<file path="config.mk">
export PLATFORM = sky130hd
export DESIGN_NAME = pipe_stage_reg
export DESIGN_NICKNAME = d
export VERILOG_FILES = /design/src/rtl/pipe_pkg.sv /design/src/rtl/pipe_slot.sv /design/src/rtl/pipe_stage_reg.sv
export SDC_FILE = /design/constraint.sdc
export NUM_CORES = 1
export LEC_CHECK = 0
export ABC_CLOCK_PERIOD_IN_PS = 8520
export CORE_ASPECT_RATIO = 0.5
export CORE_UTILIZATION = 55
export DETAILED_ROUTE_END_ITERATION = 12
export GPL_TIMING_DRIVEN = 0
export MAX_ROUTING_LAYER = met4
export PLACE_DENSITY = 0.85
export SYNTH_ARGS = -nofsm -noshare
export SYNTH_HDL_FRONTEND = slang
export SYNTH_HIERARCHICAL = 1
export SYNTH_SLANG_ARGS = --single-unit
</file>
<file path="constraint.sdc">
create_clock -name clk -period 8.52 [get_ports clk]
set_input_delay 1.278 -clock clk [delete_from_list [all_inputs] [get_ports clk]]
set_output_delay 1.278 -clock clk [all_outputs]
set_load 0.01 [all_outputs]
</file>
<file path="src/rtl/pipe_pkg.sv">
// Shared definitions for the flow-controlled inter-stage pipeline registers.
package pipe_pkg;

  // The state encoding doubles as the occupancy count of a stage.
  typedef enum logic [1:0] {
    EMPTY = 2'd0,
    ONE   = 2'd1,
    FULL  = 2'd2
  } pipe_state_t;

  // Default control/data widths for each pipeline boundary.
  localparam int IF_ID_CTRL_W  = 1;
  localparam int IF_ID_DATA_W  = 64;
  localparam int ID_EX_CTRL_W  = 6;
  localparam int ID_EX_DATA_W  = 137;
  localparam int EX_MEM_CTRL_W = 3;
  localparam int EX_MEM_DATA_W = 69;
  localparam int MEM_WB_CTRL_W = 1;
  localparam int MEM_WB_DATA_W = 68;

endpackage

</file>
<file path="src/rtl/pipe_slot.sv">
// One payload register (control + data) with load enable and synchronous clear.
module pipe_slot #(
  parameter int CTRL_W = 6,
  parameter int DATA_W = 137
) (
  input  logic              clk_i,
  input  logic              rst_i,
  input  logic              clr_i,
  input  logic              load_i,
  input  logic [CTRL_W-1:0] ctrl_i,
  input  logic [DATA_W-1:0] data_i,
  output logic [CTRL_W-1:0] ctrl_o,
  output logic [DATA_W-1:0] data_o
);

  logic [CTRL_W-1:0] ctrl_q;
  logic [DATA_W-1:0] data_q;

  // Payload register: clear wins over load so a flush never lets an entry in.
  always_ff @(posedge clk_i or posedge rst_i) begin
    if (rst_i) begin
      ctrl_q <= '0;
      data_q <= '0;
    end else if (clr_i) begin
      ctrl_q <= '0;
      data_q <= '0;
    end else if (load_i) begin
      ctrl_q <= ctrl_i;
      data_q <= data_i;
    end
  end

  assign ctrl_o = ctrl_q;
  assign data_o = data_q;

endmodule

</file>
<file path="src/rtl/pipe_stage_reg.sv">
// Flow-controlled pipeline stage register with optional 2-entry skid buffer.
// Handshake: a transfer happens on a rising edge where valid && ready are both
// high; valid never depends on ready, and an offered entry must be held until
// it is taken. flush discards everything held and drops any entry offered in
// the same cycle; a head taken in the flush cycle still counts as consumed.
module pipe_stage_reg
  import pipe_pkg::*;
#(
  parameter int CTRL_W = ID_EX_CTRL_W,
  parameter int DATA_W = ID_EX_DATA_W,
  parameter int SKID   = 1
) (
  input  logic              clk,
  input  logic              rst,
  input  logic              flush,
  input  logic              in_valid,
  output logic              in_ready,
  input  logic [CTRL_W-1:0] in_ctrl,
  input  logic [DATA_W-1:0] in_data,
  output logic              out_valid,
  input  logic              out_ready,
  output logic [CTRL_W-1:0] out_ctrl,
  output logic [DATA_W-1:0] out_data,
  output logic [1:0]        occupancy
);

  pipe_state_t       state_q, state_d;
  logic              in_fire, out_fire;
  logic              head_load, skid_load;
  logic [CTRL_W-1:0] head_ctrl_d, head_ctrl, skid_ctrl;
  logic [DATA_W-1:0] head_data_d, head_data, skid_data;

  assign in_fire   = in_valid && in_ready && !flush;
  assign out_fire  = out_valid && out_ready;
  assign out_valid = (state_q != EMPTY);
  assign out_ctrl  = out_valid ? head_ctrl : '0;
  assign out_data  = head_data;
  assign occupancy = state_q;

  // State register; the state value is the occupancy seen on the debug port.
  always_ff @(posedge clk or posedge rst) begin
    if (rst) state_q <= EMPTY;
    else     state_q <= state_d;
  end

  // Next state and slot loads. The head takes the new entry when the stage is
  // empty or draining at the same time; otherwise the entry parks in the skid
  // slot, which is promoted to the head when the head leaves.
  always_comb begin
    state_d     = state_q;
    head_load   = 1'b0;
    skid_load   = 1'b0;
    head_ctrl_d = in_ctrl;
    head_data_d = in_data;
    case (state_q)
      EMPTY: begin
        if (in_fire) begin
          state_d   = ONE;
          head_load = 1'b1;
        end
      end
      ONE: begin
        if (in_fire && out_fire) begin
          head_load = 1'b1;
        end else if (in_fire) begin
          state_d   = FULL;
          skid_load = 1'b1;
        end else if (out_fire) begin
          state_d = EMPTY;
        end
      end
      FULL: begin
        if (out_fire) begin
          state_d     = ONE;
          head_load   = 1'b1;
          head_ctrl_d = skid_ctrl;
          head_data_d = skid_data;
        end
      end
      default: state_d = EMPTY;
    endcase
    if (flush) begin
      state_d   = EMPTY;
      head_load = 1'b0;
      skid_load = 1'b0;
    end
  end

  pipe_slot #(.CTRL_W(CTRL_W), .DATA_W(DATA_W)) u_head (
    .clk_i (clk),
    .rst_i (rst),
    .clr_i (flush),
    .load_i(head_load),
    .ctrl_i(head_ctrl_d),
    .data_i(head_data_d),
    .ctrl_o(head_ctrl),
    .data_o(head_data)
  );

  generate
    if (SKID != 0) begin : g_skid
      pipe_slot #(.CTRL_W(CTRL_W), .DATA_W(DATA_W)) u_skid (
        .clk_i (clk),
        .rst_i (rst),
        .clr_i (flush),
        .load_i(skid_load),
        .ctrl_i(in_ctrl),
        .data_i(in_data),
        .ctrl_o(skid_ctrl),
        .data_o(skid_data)
      );
      // Registered ready: decoded from state only, no path from out_ready.
      assign in_ready = (state_q != FULL);
    end else begin : g_noskid
      logic skid_load_unused;
      assign skid_load_unused = skid_load;
      assign skid_ctrl        = '0;
      assign skid_data        = '0;
      // Single slot: can accept when empty or when the head leaves this cycle.
      assign in_ready = !out_valid || out_ready;
    end
  endgenerate

endmodule

</file>
Word-level counts from Yosys, hierarchy flattened:

Index checks and enable logic that the tools add are counted.

* register bits after elaboration: 288
* bits in latches: 0
* memory bits (writable): 0
* ROM bits: 0
* bits of input ports: 148
* output and inout port bits: 147
* memories kept: 0

* $add $sub $neg: 0
* multipliers: 0
* divide/modulo/power cells: 0
* magnitude comparators: 0
* equal/unequal tests: 7
* shift-type cells: 0
* multiplexer cells: 28
* bitwise operators: 0
* reductions and logical operators: 10

Operators by type and width (count)
* 137-bit two-way mux: 6
* 6-bit two-way mux: 7
* 2-bit two-way mux: 6
* 3-bit != test (second input constant): 3
* 1-bit two-way mux: 7
* 2-bit one-hot mux with 3 select lines: 1
* 2-bit nonzero test: 3
* 1-bit logical AND: 4
* 4-bit != test (second input constant): 1
* 4-bit AND reduction: 1
* 1-bit one-hot mux with 3 select lines: 1
* 2-bit by 1-bit equality test with 1-bit output (second input constant): 1
* 2-bit equality test (second input constant): 1
* 2-bit zero test: 1
* 2-bit != test (second input constant): 1
* 1-bit zero test: 1

Depth between registers and ports, before layout:

Gate-level depths: netlist of the first run.

* depth after elaboration: 9
* gate-level depth with buffers: 8
* depth with buffers taken out: 5

By module:

Netlist of the first run, hierarchy kept.

By module, submodules not included
* pipe_slot: instances 2, cells each 462, area an instance 5796.8 µm², sequential area each 3578.4 µm²
* pipe_stage_reg: instances 1, cells each 182, area an instance 2203.4 µm², sequential area each 50.0 µm²

Least setup slack after synthesis of the first run:

OpenSTA, ideal clock, no wires.

* kind: in2reg
* start point: input in_valid
* end point: register u_head.data_q[100], in the netlist u_head/data_o[100]
* setup time: 0.121 ns
* arrival: 2.398 ns
* required time: 8.399 ns
* setup slack: 6.001 ns
* cell stages on the path: 8
* path buffers: 3
* cells stage by stage: nor2b_1 > o21bai_1 > a21oi_1 > buf_4 > buf_6 > buf_8 > mux2i_1 > nor2_1

* word-level cells in the longest chain between the ends: 7
* elaborated cells on any way between the ends: 8
* classes of those cells: mux: 4; reduce/logical: 4

RTL lines
* from (decl): RTL line pipe_stage_reg.sv:16 `input logic in_valid,`
* 1-bit logical AND (*) (2 in series): RTL line pipe_stage_reg.sv:33 `assign in_fire = in_valid && in_ready && !flush;`
* 1-bit logical AND: RTL line pipe_stage_reg.sv:63 `if (in_fire && out_fire) begin`
* 1-bit two-way mux: RTL line pipe_stage_reg.sv:63
* 1-bit one-hot mux with 3 select lines (*): RTL line pipe_stage_reg.sv:55 `case (state_q)`
* 1-bit two-way mux (*): RTL line pipe_stage_reg.sv:82 `if (flush) begin`
* named net head_load: RTL line pipe_stage_reg.sv:29 `logic head_load, skid_load;`
* 2-bit nonzero test (no source line) (*)
* to (signal assigned): RTL line pipe_slot.sv:29 `data_q <= data_i;`
* to (decl): RTL line pipe_slot.sv:17 `logic [DATA_W-1:0] data_q;`

The timed path passes the listed nets; every way through them passes the cells marked *.
A chain may end at the register's enable or synchronous reset.

Worst setup path in the final report of the first run:

* start point: register state_q[0], in the netlist occupancy[0]
* end point: output out_ctrl[0]

* word-level cells in the longest chain between the ends: 2

RTL lines
* from (decl): RTL line pipe_stage_reg.sv:27 `pipe_state_t state_q, state_d;`
* from (signal assigned): RTL line pipe_stage_reg.sv:43 `else state_q <= state_d;`
* 2-bit nonzero test: RTL line pipe_stage_reg.sv:35 `assign out_valid = (state_q != EMPTY);`
* 6-bit two-way mux: RTL line pipe_stage_reg.sv:36 `assign out_ctrl = out_valid ? head_ctrl : '0;`
* to (decl): RTL line pipe_stage_reg.sv:22 `output logic [CTRL_W-1:0] out_ctrl,`

No other way between the ends.

==> results of run 1 <==
## flip-flops by register name, summed over array words and instances, names as in the netlist
name	count
u_head/ctrl_o	6
g_skid.u_skid/data_o	137
occupancy	2
g_skid.u_skid/ctrl_o	6
u_head/data_o	137
## final timing paths
check                                  start                end  slack (ns)  cells after the start
max                             occupancy[0]        out_ctrl[0]        5.00                      3
max in group asynchronous                rst  u_head/data_o[93]        6.27                      3
min reg2reg                u_head/data_o[97]  u_head/data_o[97]        0.52                      2
min                        u_head/data_o[97]  u_head/data_o[97]        0.52                      2
max reg2reg                     occupancy[1]  u_head/data_o[84]        6.44                      8
min in group asynchronous                rst       occupancy[1]        1.12                      2
## final cells by class
| type | instances | area [µm²] | area share [%] |
|---|---|---|---|
| Antenna cell | 5 | 12.5 | 0.0692 |
| Buffer | 80 | 649 | 3.59 |
| Clock buffer | 41 | 778 | 4.30 |
| Clock inverter | 8 | 75.1 | 0.415 |
| Inverter | 4 | 25.0 | 0.138 |
| Multi-Input combinational cell | 734 | 5930 | 32.8 |
| Sequential cell | 288 | 7210 | 39.8 |
| Tap cell | 336 | 420 | 2.32 |
| Timing Repair Buffer | 296 | 3000 | 16.6 |
## metrics by stage
step                setup slack, ns  util, %  total power, mW  cell area, µm²  cells
detailed placement             5.17     70.8             1.94           17200   1738
CTS                            4.97     74.3             3.13           18100   1787
floorplan                      3.40        -             1.71           13800   1106
finish                         5.00     74.4             3.11           18100   1792
global route                   4.86     74.4             3.22           18100   1792
global placement               1.01     70.6             1.92           17200   1736
## cell usage in the layout, fill, tap and decap left out
cell type          n
buf_16             2
inv_1              2
mux2_2            73
nor2b_1            7
a211oi_1           1
clkbuf_16         27
o21bai_1           1
dfrtp_1          288
or4b_2             1
buf_2             24
nand3b_1           1
clkbuf_1          25
buf_8             21
buf_4             16
bufinv_16          1
nor2_1           287
mux2_4            70
nor3_1             1
mux2i_1          286
a21oi_1            1
diode_2            5
clkdlybuf4s50_1  294
nand2_1            2
buf_6              3
clkbuf_8           5
and2_1             1
inv_6              3
inv_8              1
nand2b_1           1
a31oi_1            1
clkinv_2           5
## logic make-up (layout without fill, tap and decap cells)
kind of cell | count (synthesis) | in the layout
simple gates | 301 | 301
mux | 429 | 429
flops | 288 | 288
other cells | 0 | 5
buf+inv | 84 | 429
compound gates | 4 | 4
## layer usage
metal / GRT usage, % / routed length, µm / up-vias
li1: - / - / 4416
met2: 47.5 / 17900 / 213
met1: 33.9 / 14600 / 4863
met4: 10.0 / 1140 / 0
met5: - / 0 / -
met3: 4.04 / 1140 / 75
## power by group through the flow
stage	Clock, mW	Sequential, mW	Combinational [mW]
after global placement	0	1.47	0.454
after global routing	1.27	1.45	0.503
after floorplan	0	1.49	0.228
final	1.19	1.45	0.472
after CTS	1.21	1.45	0.474
after detailed placement	0	1.47	0.471
## worst max-delay path, cell delays in order (launching register included)
cell	delay, ns
dfrtp_1	0.44
nor2_1	0.57
nor2b_1	0.15
clkdlybuf4s50_1	0.54
==> impl_results.md, run 1 <==
* CP required at 7.24 ns
* Clk slew on worst S/H paths at 0.06 ns
* Yosys cell types at 22
* Width of the die at 226 µm
* H-Tree Level Count at 1
* Core Footprint at 24300 µm²
* Post-CTS Setup Repair Bufs at 0
* RSZ-0062 raised after global routing: no
* Part of the Yosys area used for sequential elements at 52.2%
* Multiplexer share of the synthesized area at 34.3%
* FMAX at 284 MHz
* Via Count at 9567
* GRT Overall Usage at 27.8%
* XOR/XNOR Fraction of Synth Area at 0%
* Proportion of layout cells with a drive suffix above 1 at 17.4%
* Post-Synth Simple-Gate Area at 8.43%
* HPWL Detailed at 24.3 mm
* DR iter-0 viols at 597
* Clk buf depth at 3
* Antenna Violating Nets Remaining at 0
* WP data arrival at 2.24 ns
* Hold slack at 0.522 ns
* Overflow left after global routing at 0
* Critical path type: flop to output pin
* Commonest cells post-synth: dfrtp_1, nor2_1, mux2i_1
* Root Driver: clkbuf_16
* Synth Flop Type: dfrtp_1
* Peak supply drop at 0.000117 V
* Routed Wire Length at 34.9 mm
* Initial Utilization at 56.7%
* Critical-path maximum fanout at 7
* CTS resizes at 0
* Avg Cell Area, Syn at 12.5 µm²
* Pwr/cell area at 172 nW/µm²
* Compound-cell area share of the yosys netlist at 0.190%
* Placer Congestion at 0.872
* DRC violations left at 0
* Setup crit end kind: output pin
* I/O Buffers at 294
* IO Pins at 295
* Post-layout min period at 3.52 ns
* Synth-to-layout area growth at 31.1%
* TritonCTS Sinks at 288
* Drt pass-1 iters at 5
* Worst Hold Class: flop to flop
* Sequential share of power at 46.6%
* Status: finished clean
* Via density at 5.34
* Internal Pwr Total at 2.34 mW
* Synth area leaders: dfrtp_1, mux2i_1, nor2_1, mux2_4, mux2_2
* Clk_skew at 0.0192 ns
* TNS Setup at 0 ns
* Post-synthesis adder-cell area fraction at 0%
* Post-synth EDFFs at 0
* Slew Viols, Final at 0
* Post-synthesis cell count at 1106
* Sw Share at 24.8%
* Largest net degree at the start of global routing at 88
* Routed WL per cell at 19.4 µm
* Leak at 8.14 nW
* Max_cap viols at 0
* Site row count at 40
* Cell taking the most area after synthesis: dfrtp_1
* Final net count at 1579
* Synthesis warning total at 6
* Final setup fails at 0
* Ys async rst share at 100%
* Fill count at 1640
* Most common cell in the netlist: dfrtp_1
* Worst Setup Start Kind: flop
* Logic pwr share at 15.2%
* Net Count, Synth at 1254
* CTS tree: done
* Net Switching at 0.771 mW
* Worst-Skew Late Latency at 0.55 ns
* Worst-Margin Slew at 0.816 ns
* Yosys reg bits at 288
* Initial antenna violation count at 5
* Clock share of power at 38.2%
* Number of global-route vias before repair at 10300
* CTS Hold Buffers Added at 0
* Die Ht at 114 µm
* Total CTS buffers at 27
* Die area at 25800 µm²
* Post-synth top area share at 52.2%
* Fin crit share at 41.3%
* Mapped Area at 13800 µm²
* Largest family of logic cells by synthesized area: multiplexers
* First-pass GRT wire length at 54.2 mm
* Fin. Hold Viols at 0
* Slew Limit Headroom at 45.6%
No activity file was read; power rests on OpenSTA's default activity.
==> run 2: changes to the inputs <==
Settings changed: ABC_CLOCK_PERIOD_IN_PS 8520 to 3400, CORE_UTILIZATION 55 to 52, PLACE_DENSITY 0.85 to 0.81.
Clock period 8.52 ns to 3.4 ns, I/O delays scaled along.
==> run 2 against run 1 <==
Net effect:
- die area grew 5.7%
- core utilization shrank 2.8 points
- clock skew shrank 0.0056 ns
- combinational power grew to 2.5 times the previous value
- non-clock buffer count grew 5
- global-route usage shrank 1.6 points
- cell count grew 0.50%
- critical path depth is the same
- design area grew 1.2%
- clock-buffer cell count shrank 5
- via count shrank 0.96%
- worst setup slack lost 4.3 ns
- critical endpoint unchanged
==> impl_results.md, run 2 (synthesized netlist as in run 1, its figures left out) <==
* Worst R2R Start: occupancy[1]
* Initial Utilization at 53.9% (-2.8 points)
* GRT Overall Usage at 26.2% (-1.6 points)
* First-pass GRT wire length at 54.1 mm (-0.27%)
* Setup crit end kind: output pin
* Worst-Skew Late Latency at 0.54 ns (about the same)
* Final setup fails at 0 (unchanged)
* Synth-to-layout area growth at 32.7%
* DRC violations left at 0 (unchanged)
* Routed WL per cell at 19.2 µm (-1.3%)
* DR iter-0 viols at 426 (-29%)
* CTS tree: done
* Fin crit share at 78.1%
* Most frequent cells in the layout: clkdlybuf4s50_1, dfrtp_1, nor2_1
* Max_cap viols at 0 (unchanged)
* Worst Setup Start Kind: flop
* Worst Hold Class: input pin to async pin
* Drt pass-1 iters at 4 (-1)
* Clk buf depth at 3 (unchanged)
* I/O Buffers at 294 (unchanged)
* Root Driver: clkbuf_16
* Die area at 27200 µm² (+5.7%)
* Peak supply drop at 0.000343 V (+190%)
* Site row count at 41 (+2.5%)
* Status: finished clean
* R2R Path End: u_head/data_o[77]
* Largest net degree at the start of global routing at 39 (-56%)
* IO Pins at 295 (unchanged)
* H-Tree Level Count at 1 (unchanged)
* FMAX at 376 MHz
* Reg2reg setup slack at 1.33 ns (-5.11 ns)
* Fin. Hold Viols at 0 (unchanged)
* CTS resizes at 0 (unchanged)
* Critical path type: flop to output pin
* Via Count at 9475 (-0.96%)
* Final instance area at 18300 µm² (+1.2%)
* Initial antenna violation count at 1 (-4)
* Worst-Margin Slew at 0.815 ns (-0.00140 ns)
* Antenna Violating Nets Remaining at 0 (unchanged)
* Post-layout min period at 2.66 ns
* Total CTS buffers at 27 (unchanged)
* Via density at 5.26 (-1.5%)
* Routed Wire Length at 34.6 mm (-0.85%)
* Die Ht at 117 µm (+2.8%)
* Proportion of layout cells with a drive suffix above 1 at 18.2% (+0.83 points)
* Clk_skew at 0.0137 ns (-0.00556 ns)
* Post-CTS Setup Repair Bufs at 0 (unchanged)
* Reg2reg path depth at 8 (unchanged)
* Final Util at 71.5% (-2.8 points)
* Placed cell areas at 17300 µm² (+0.54%)
* TritonCTS Sinks at 288 (unchanged)
* CTS Hold Buffers Added at 0 (unchanged)
* Leak at 8.24 nW (+1.2%)
* Width of the die at 232 µm (+2.8%)
* Core Footprint at 25600 µm² (+5.2%)
* Pwr/cell area at 446 nW/µm² (+160%)
* RSZ-0062 raised after global routing: no
* HPWL Detailed at 24.9 mm (+2.1%)
* Slew Limit Headroom at 45.6% (about the same)
* Final net count at 1584 (+0.32%)
* CP required at 2.89 ns (-4.35 ns)
* Commonest non-fill, non-tap cell in the layout: clkdlybuf4s50_1
* Overflow left after global routing at 0 (unchanged)
* Placer Congestion at 0.821 (-5.9%)
* Slew Viols, Final at 0 (unchanged)
* Critical-path maximum fanout at 7 (unchanged)
* Number of global-route vias before repair at 10200 (-0.89%)
* Clk slew on worst S/H paths at 0.07 ns (about the same)
* WP data arrival at 2.15 ns (-0.09 ns)
## run 2: how the worst max path moves through the flow
| stage | endpoint | from | depth (start not counted) |
|---|---|---|---|
| floorplan | g_skid.u_skid/ctrl_o[0] | rst | 1 |
| global route | out_ctrl[0] | occupancy[0] | 3 |
| CTS | out_ctrl[0] | occupancy[0] | 3 |
| global placement | u_head/data_o[89] | rst | 2 |
| finish | out_ctrl[0] | occupancy[0] | 3 |
| detailed placement | u_head/data_o[77] | in_valid | 9 |
## run 2: stage by stage
step / setup slack [ns] / total power [mW] / hold WS (ns) / cells / TNS (ns)
floorplan: 1.10 / 4.30 / 0.251 / 1106 / 0
global placement: -0.485 / 4.83 / 0.498 / 1744 / -124.39
detailed placement: 0.803 / 4.88 / 0.505 / 1751 / 0
CTS: 0.723 / 8.25 / 0.291 / 1800 / 0
global route: 0.626 / 8.48 / 0.315 / 1801 / 0
finish: 0.743 / 8.17 / 0.312 / 1801 / 0
## run 2: final cells by class
type                            instances  area, µm²
Fill cell                            1797       7280
Sequential cell                       288       7210
Multi-Input combinational cell        734       5930
Timing Repair Buffer                  301       3080
Clock buffer                           36        790
Buffer                                 80        649
Tap cell                              344        430
Clock inverter                         13        204
Inverter                                4       22.5
Antenna cell                            1       2.50
## run 2: per-layer routing
layer	routed length, µm	vias to the layer above	GRT usage, %
met3	1170	61	3.49
met1	14400	4823	32.2
met4	1020	0	8.16
li1	-	4405	-
met5	0	-	-
met2	18000	186	45.7
## run 2: power by group
group	switching (mW)	internal, mW	leakage (nW)
Clock	1.34	2.01	0.493
Combinational	0.537	0.651	3.79
Sequential	0.0757	3.55	3.96
Total	1.95	6.21	8.24
## run 2: worst max-delay path: stages (launching register included)
cell and delay (ns):
dfrtp_1 0.43, nor2_1 0.50, nor2b_1 0.10, clkdlybuf4s50_1 0.57
==> variant 1, RTL diff (config.mk and constraints of run 1) <==
Make the reset (`rst` and `rst_i`) synchronous in 2 clocked blocks.
--- a/src/rtl/pipe_slot.sv
+++ b/src/rtl/pipe_slot.sv
@@ -17,7 +17,7 @@
   logic [DATA_W-1:0] data_q;
 
   // Payload register: clear wins over load so a flush never lets an entry in.
-  always_ff @(posedge clk_i or posedge rst_i) begin
+  always_ff @(posedge clk_i) begin
     if (rst_i) begin
       ctrl_q <= '0;
       data_q <= '0;
--- a/src/rtl/pipe_stage_reg.sv
+++ b/src/rtl/pipe_stage_reg.sv
@@ -38,7 +38,7 @@
   assign occupancy = state_q;
 
   // State register; the state value is the occupancy seen on the debug port.
-  always_ff @(posedge clk or posedge rst) begin
+  always_ff @(posedge clk) begin
     if (rst) state_q <= EMPTY;
     else     state_q <= state_d;
   end
Formal check against the unedited RTL: differs if rst is asserted again (counterexample within 4 cycles, from zero or initial values and one cycle with rst high); with rst held inactive, the same outputs for 4 cycles.
==> variant 1 against run 1 <==
Hold slack got worse by 0.030 ns. Via count fell by 7.6%. Worst setup slack improved by 0.39 ns. Largest cell class is now multi-input combinational cells. Fmax rose by 13%. Combinational power fell by 32%. Synthesized area fell by 10%. Core utilization rose by 0.77 points. Final cell count fell by 3.0%. Power fell by 11%. Clock skew fell by 0.0066 ns. Sequential cell count did not move. Wire length fell by 15%. Final area fell by 9.1%.
==> variant 1: results (changes against run 1) <==
| Metric | Value |
|---|---|
| Outcome | `finished, final reports clean` |
| Effective utilization at floorplan | `56.6% (-0.10 points)` |
| N_diodes | `0 (-5)` |
| Number of global-route vias before repair | `9,165 (-11%)` |
| Pre-CTS WS | `5.16 ns (-0.00317 ns)` |
| Total global-route track usage | `25.6% (-2.2 points)` |
| Initial antenna violation count | `0 (-5)` |
| Routed WL per cell | `17.0 um (-12%)` |
| Clock root buffer | `clkbuf_16` |
| Internal power | `2.15 mW (-7.9%)` |
| Headroom to the max-slew limit | `67.6% (+22 points)` |
| Part of the Yosys area used for sequential elements | `46.6% (-5.7 points)` |
| H-tree levels | `1 (unchanged)` |
| Critical Path AT | `1.84 ns (-0.40 ns)` |
| Synth area leaders | `dfxtp_1, mux2i_1, nor2_1` |
| Leakage | `6.19 nW (-24%)` |
| Clock Latency Late Sink | `0.52 ns (-0.03 ns)` |
| Largest net degree at the start of global routing | `15 (-83%)` |
| RD Place Congestion | `0.830 (-4.9%)` |
| Num CTS Buffers | `25 (-7.4%)` |
| Share of cells above drive strength 1 | `16.6% (-0.82 points)` |
| Worst vdd ir | `0.154 mV (+32%)` |
| DR iter-0 viols | `379 (-37%)` |
| Syn nets | `1,253 (-0.080%)` |
| Asr flop ratio synth | `0% (-100 points)` |
| Clock Path Buffers | `3 (unchanged)` |
| Clock Pin Slew Worst Setup and Hold Paths | `0.06 ns (about the same)` |
| Mux cell area share after synthesis | `38.2% (+3.9 points)` |
| Layout fillers | `1,526 (-7.0%)` |
| Via count | `8,838 (-7.6%)` |
| Synth Area in Compound Gates | `0.242% (+0.052 points)` |
| Synth cell count leaders | `dfxtp_1, nor2_1, mux2i_1` |
| Final net count | `1,574 (-0.32%)` |
| Final Skew | `0.0126 ns (-0.00660 ns)` |
| XOR/XNOR Fraction of Synth Area | `0% (unchanged)` |
[variant 1: cell count changes after synthesis, moves of 3 or more]
cell	before	now
inv_1	4	1
buf_4	16	0
dfrtp_1	288	0
buf_8	21	7
dfxtp_1	0	288
buf_6	3	35
[variant 1: per-layer routing]
metal	part of all wire [%]	GRT usage [%]	vias to the layer above
li1	-	-	4385
met1	43	29.4	4231
met2	50	46.2	175
met3	4.4	5.29	47
met4	2.2	6.22	0
met5	0	-	-
[variant 1: metrics by stage]
step	hold WS (ns)	instances	util, %	area, sq um
3_5_place_dp	0.479	1699	71.8	15700
5_1_grt	0.513	1738	75.1	16400
4_1_cts	0.497	1738	75.1	16400
2_1_floorplan	0.452	1105	-	12400
3_3_place_gp	0.468	1699	71.8	15700
6_report	0.491	1738	75.1	16400
[variant 1: area by class of cell]
cell class / instances / area (sq um) / share of cell area (%)
buffer: 80 / 672 / 4.09
clock buffer: 38 / 704 / 4.29
clock inverter: 1 / 30.0 / 0.183
inverter: 1 / 3.75 / 0.0228
multi-input combinational: 736 / 5940 / 36.2
sequential: 288 / 5770 / 35.1
tap: 300 / 375 / 2.28
timing repair buffer: 294 / 2940 / 17.9
[variant 1: power groups by stage]
stage	Combinational (mW)	Clock [mW]	Sequential, mW
6_report	0.320	1.07	1.38
2_1_floorplan	0.163	0	1.42
3_3_place_gp	0.313	0	1.41
3_5_place_dp	0.319	0	1.41
4_1_cts	0.322	1.09	1.38
5_1_grt	0.341	1.15	1.38
[variant 1: path summary, 6_finish.rpt]
path,cells past startpoint,startpoint,slack [ns],to
max,3,occupancy[0],5.40,out_ctrl[2]
min,2,u_head/data_o[111],0.49,u_head/data_o[111]
max reg2reg,8,occupancy[1],6.58,g_skid.u_skid/data_o[117]
min reg2reg,2,u_head/data_o[111],0.49,u_head/data_o[111]
[variant 1: logic make-up after synthesis]
logic type	Yosys count
flops	288
compound gates	4
mux	429
buf+inv	81
simple gates	303
[variant 1: critical path: stages, from the launching register on]
cell and delay [ns]:
dfxtp_1 0.36, nor2_1 0.38, nor2b_1 0.10, clkdlybuf4s50_1 0.50
==> variant 2, RTL diff (settings of run 1) <==
Without the edit above. The package constant `ID_EX_DATA_W` goes from 137 to 129.
--- a/src/rtl/pipe_pkg.sv
+++ b/src/rtl/pipe_pkg.sv
@@ -12,7 +12,7 @@
   localparam int IF_ID_CTRL_W  = 1;
   localparam int IF_ID_DATA_W  = 64;
   localparam int ID_EX_CTRL_W  = 6;
-  localparam int ID_EX_DATA_W  = 137;
+  localparam int ID_EX_DATA_W  = 129;
   localparam int EX_MEM_CTRL_W = 3;
   localparam int EX_MEM_DATA_W = 69;
   localparam int MEM_WB_CTRL_W = 1;
Ports: changed (resized in_data and out_data); port bits go from 295 to 279. No check against the original RTL was run, so the function may have changed too.
==> variant 2 against run 1 <==
Sequential cell count decreased by 16. Hold slack got worse by 0.0036 ns. Core utilization decreased by 0.23 points. Worst setup slack improved by 0.17 ns. Wire length decreased by 7.8%. Combinational power decreased by 7.6%. First-iteration DRC count decreased by 17%. Critical path depth unchanged. Synthesized area decreased by 6.7%. Final area decreased by 6.2%. Power decreased by 4.1%. Critical path type unchanged. Critical endpoint is now out_ctrl[2]. Largest cell class unchanged. Highest routed layer unchanged.
==> variant 2: results (changes against run 1) <==
| Metric | Value |
|---|---|
| Outcome | `finished, final reports clean` |
| Fin cells | `1,679 (-6.3%)` |
| Syn avg cell area | `12.3 sq um (-1.2%)` |
| Leakage | `7.59 nW (-6.8%)` |
| Num CTS Buffers | `26 (-3.7%)` |
| Vias per cell | `5.36 (+0.33%)` |
| Library cells used by synthesis | `21 (-4.5%)` |
| Initial antenna violation count | `0 (-5)` |
| Final net count | `1,493 (-5.4%)` |
| Syn nets | `1,185 (-5.5%)` |
| Layout fillers | `1,526 (-7.0%)` |
| Total global-route track usage | `27.2% (-0.59 points)` |
| Port Buffers | `278 (-5.4%)` |
| Placed insts | `1,632 (-6.1%)` |
| Clock Latency Late Sink | `0.53 ns (-0.02 ns)` |
| Critical Path AT | `2.07 ns (-0.17 ns)` |
| Total routed wirelength | `32.1 mm (-7.8%)` |
| Final Skew | `0.0126 ns (-0.00666 ns)` |
| Largest net degree at the start of global routing | `89 (+1.1%)` |
| CP max stage delay | `0.51 ns (-0.06 ns)` |
| DR iter-0 viols | `494 (-17%)` |
| Synth cell count leaders | `dfrtp_1, nor2_1, mux2i_1` |
| Sw frac | `24.3% (-0.47 points)` |
| N_diodes | `0 (-5)` |
| Hpwl dp | `22.3 mm (-8.6%)` |
| Number of global-route vias before repair | `9,551 (-6.8%)` |
| First-pass GRT wire length | `49.9 mm (-8.0%)` |
| Worst-Margin Slew | `0.713 ns (-0.103 ns)` |
| Pre-CTS WS | `5.15 ns (-0.0182 ns)` |
| Part of the Yosys area used for sequential elements | `52.9% (+0.63 points)` |
| Slowest-stage cell, CP | `clkdlybuf4s50_1` |
variant 2: cell families after synthesis:
group | after synthesis | synth area share, %
muxes | 405 | 34.3
buffers and inverters | 79 | 4.10
and+or+nand+nor | 285 | 8.57
DFF | 272 | 52.9
AOI/OAI and AO/OA | 4 | 0.204
variant 2: worst min-delay path, delay by kind of cell (launching register included):
| family | cells | cell delay [ns] |
|---|---|---|
| flops | 1 | 0.33 |
| mux | 1 | 0.06 |
| simple gates | 1 | 0.08 |
variant 2: final cells by class:
type / count / area [sq um] / share of cell area, %
plain buffers: 75 / 513 / 3.02
clock buffers: 39 / 761 / 4.48
clock inverters: 8 / 101 / 0.597
inverters: 4 / 25.0 / 0.147
multi-input cells: 694 / 5540 / 32.6
flip-flops and latches: 272 / 6810 / 40.1
well taps: 307 / 384 / 2.26
repair buffers: 280 / 2840 / 16.7
variant 2: final timing paths:
path	to	cells after the start	slack, ns	from
worst max-delay path	out_ctrl[2]	3	5.18	occupancy[0]
worst min-delay path	u_head/ctrl_o[0]	2	0.52	u_head/ctrl_o[0]
worst max register to register	u_head/data_o[79]	8	6.44	occupancy[1]
worst min register to register	u_head/ctrl_o[0]	2	0.52	u_head/ctrl_o[0]
max in group asynchronous	u_head/data_o[91]	3	6.32	rst
min in group asynchronous	occupancy[1]	2	1.13	rst
variant 2: power by group through the flow:
stage	Combinational (mW)	Sequential, mW	Clock (mW)
6_report	0.436	1.37	1.18
5_1_grt	0.469	1.37	1.24
4_1_cts	0.440	1.37	1.19
3_5_place_dp	0.436	1.39	0
3_3_place_gp	0.421	1.39	0
2_1_floorplan	0.209	1.40	0
variant 2: metal layers:
layer	routed length (um)	up-vias	track usage, %
met3	847	64	3.70
met5	0	-	-
met4	1080	0	9.34
met1	14000	4584	33.8
met2	16300	178	46.5
li1	-	4167	-
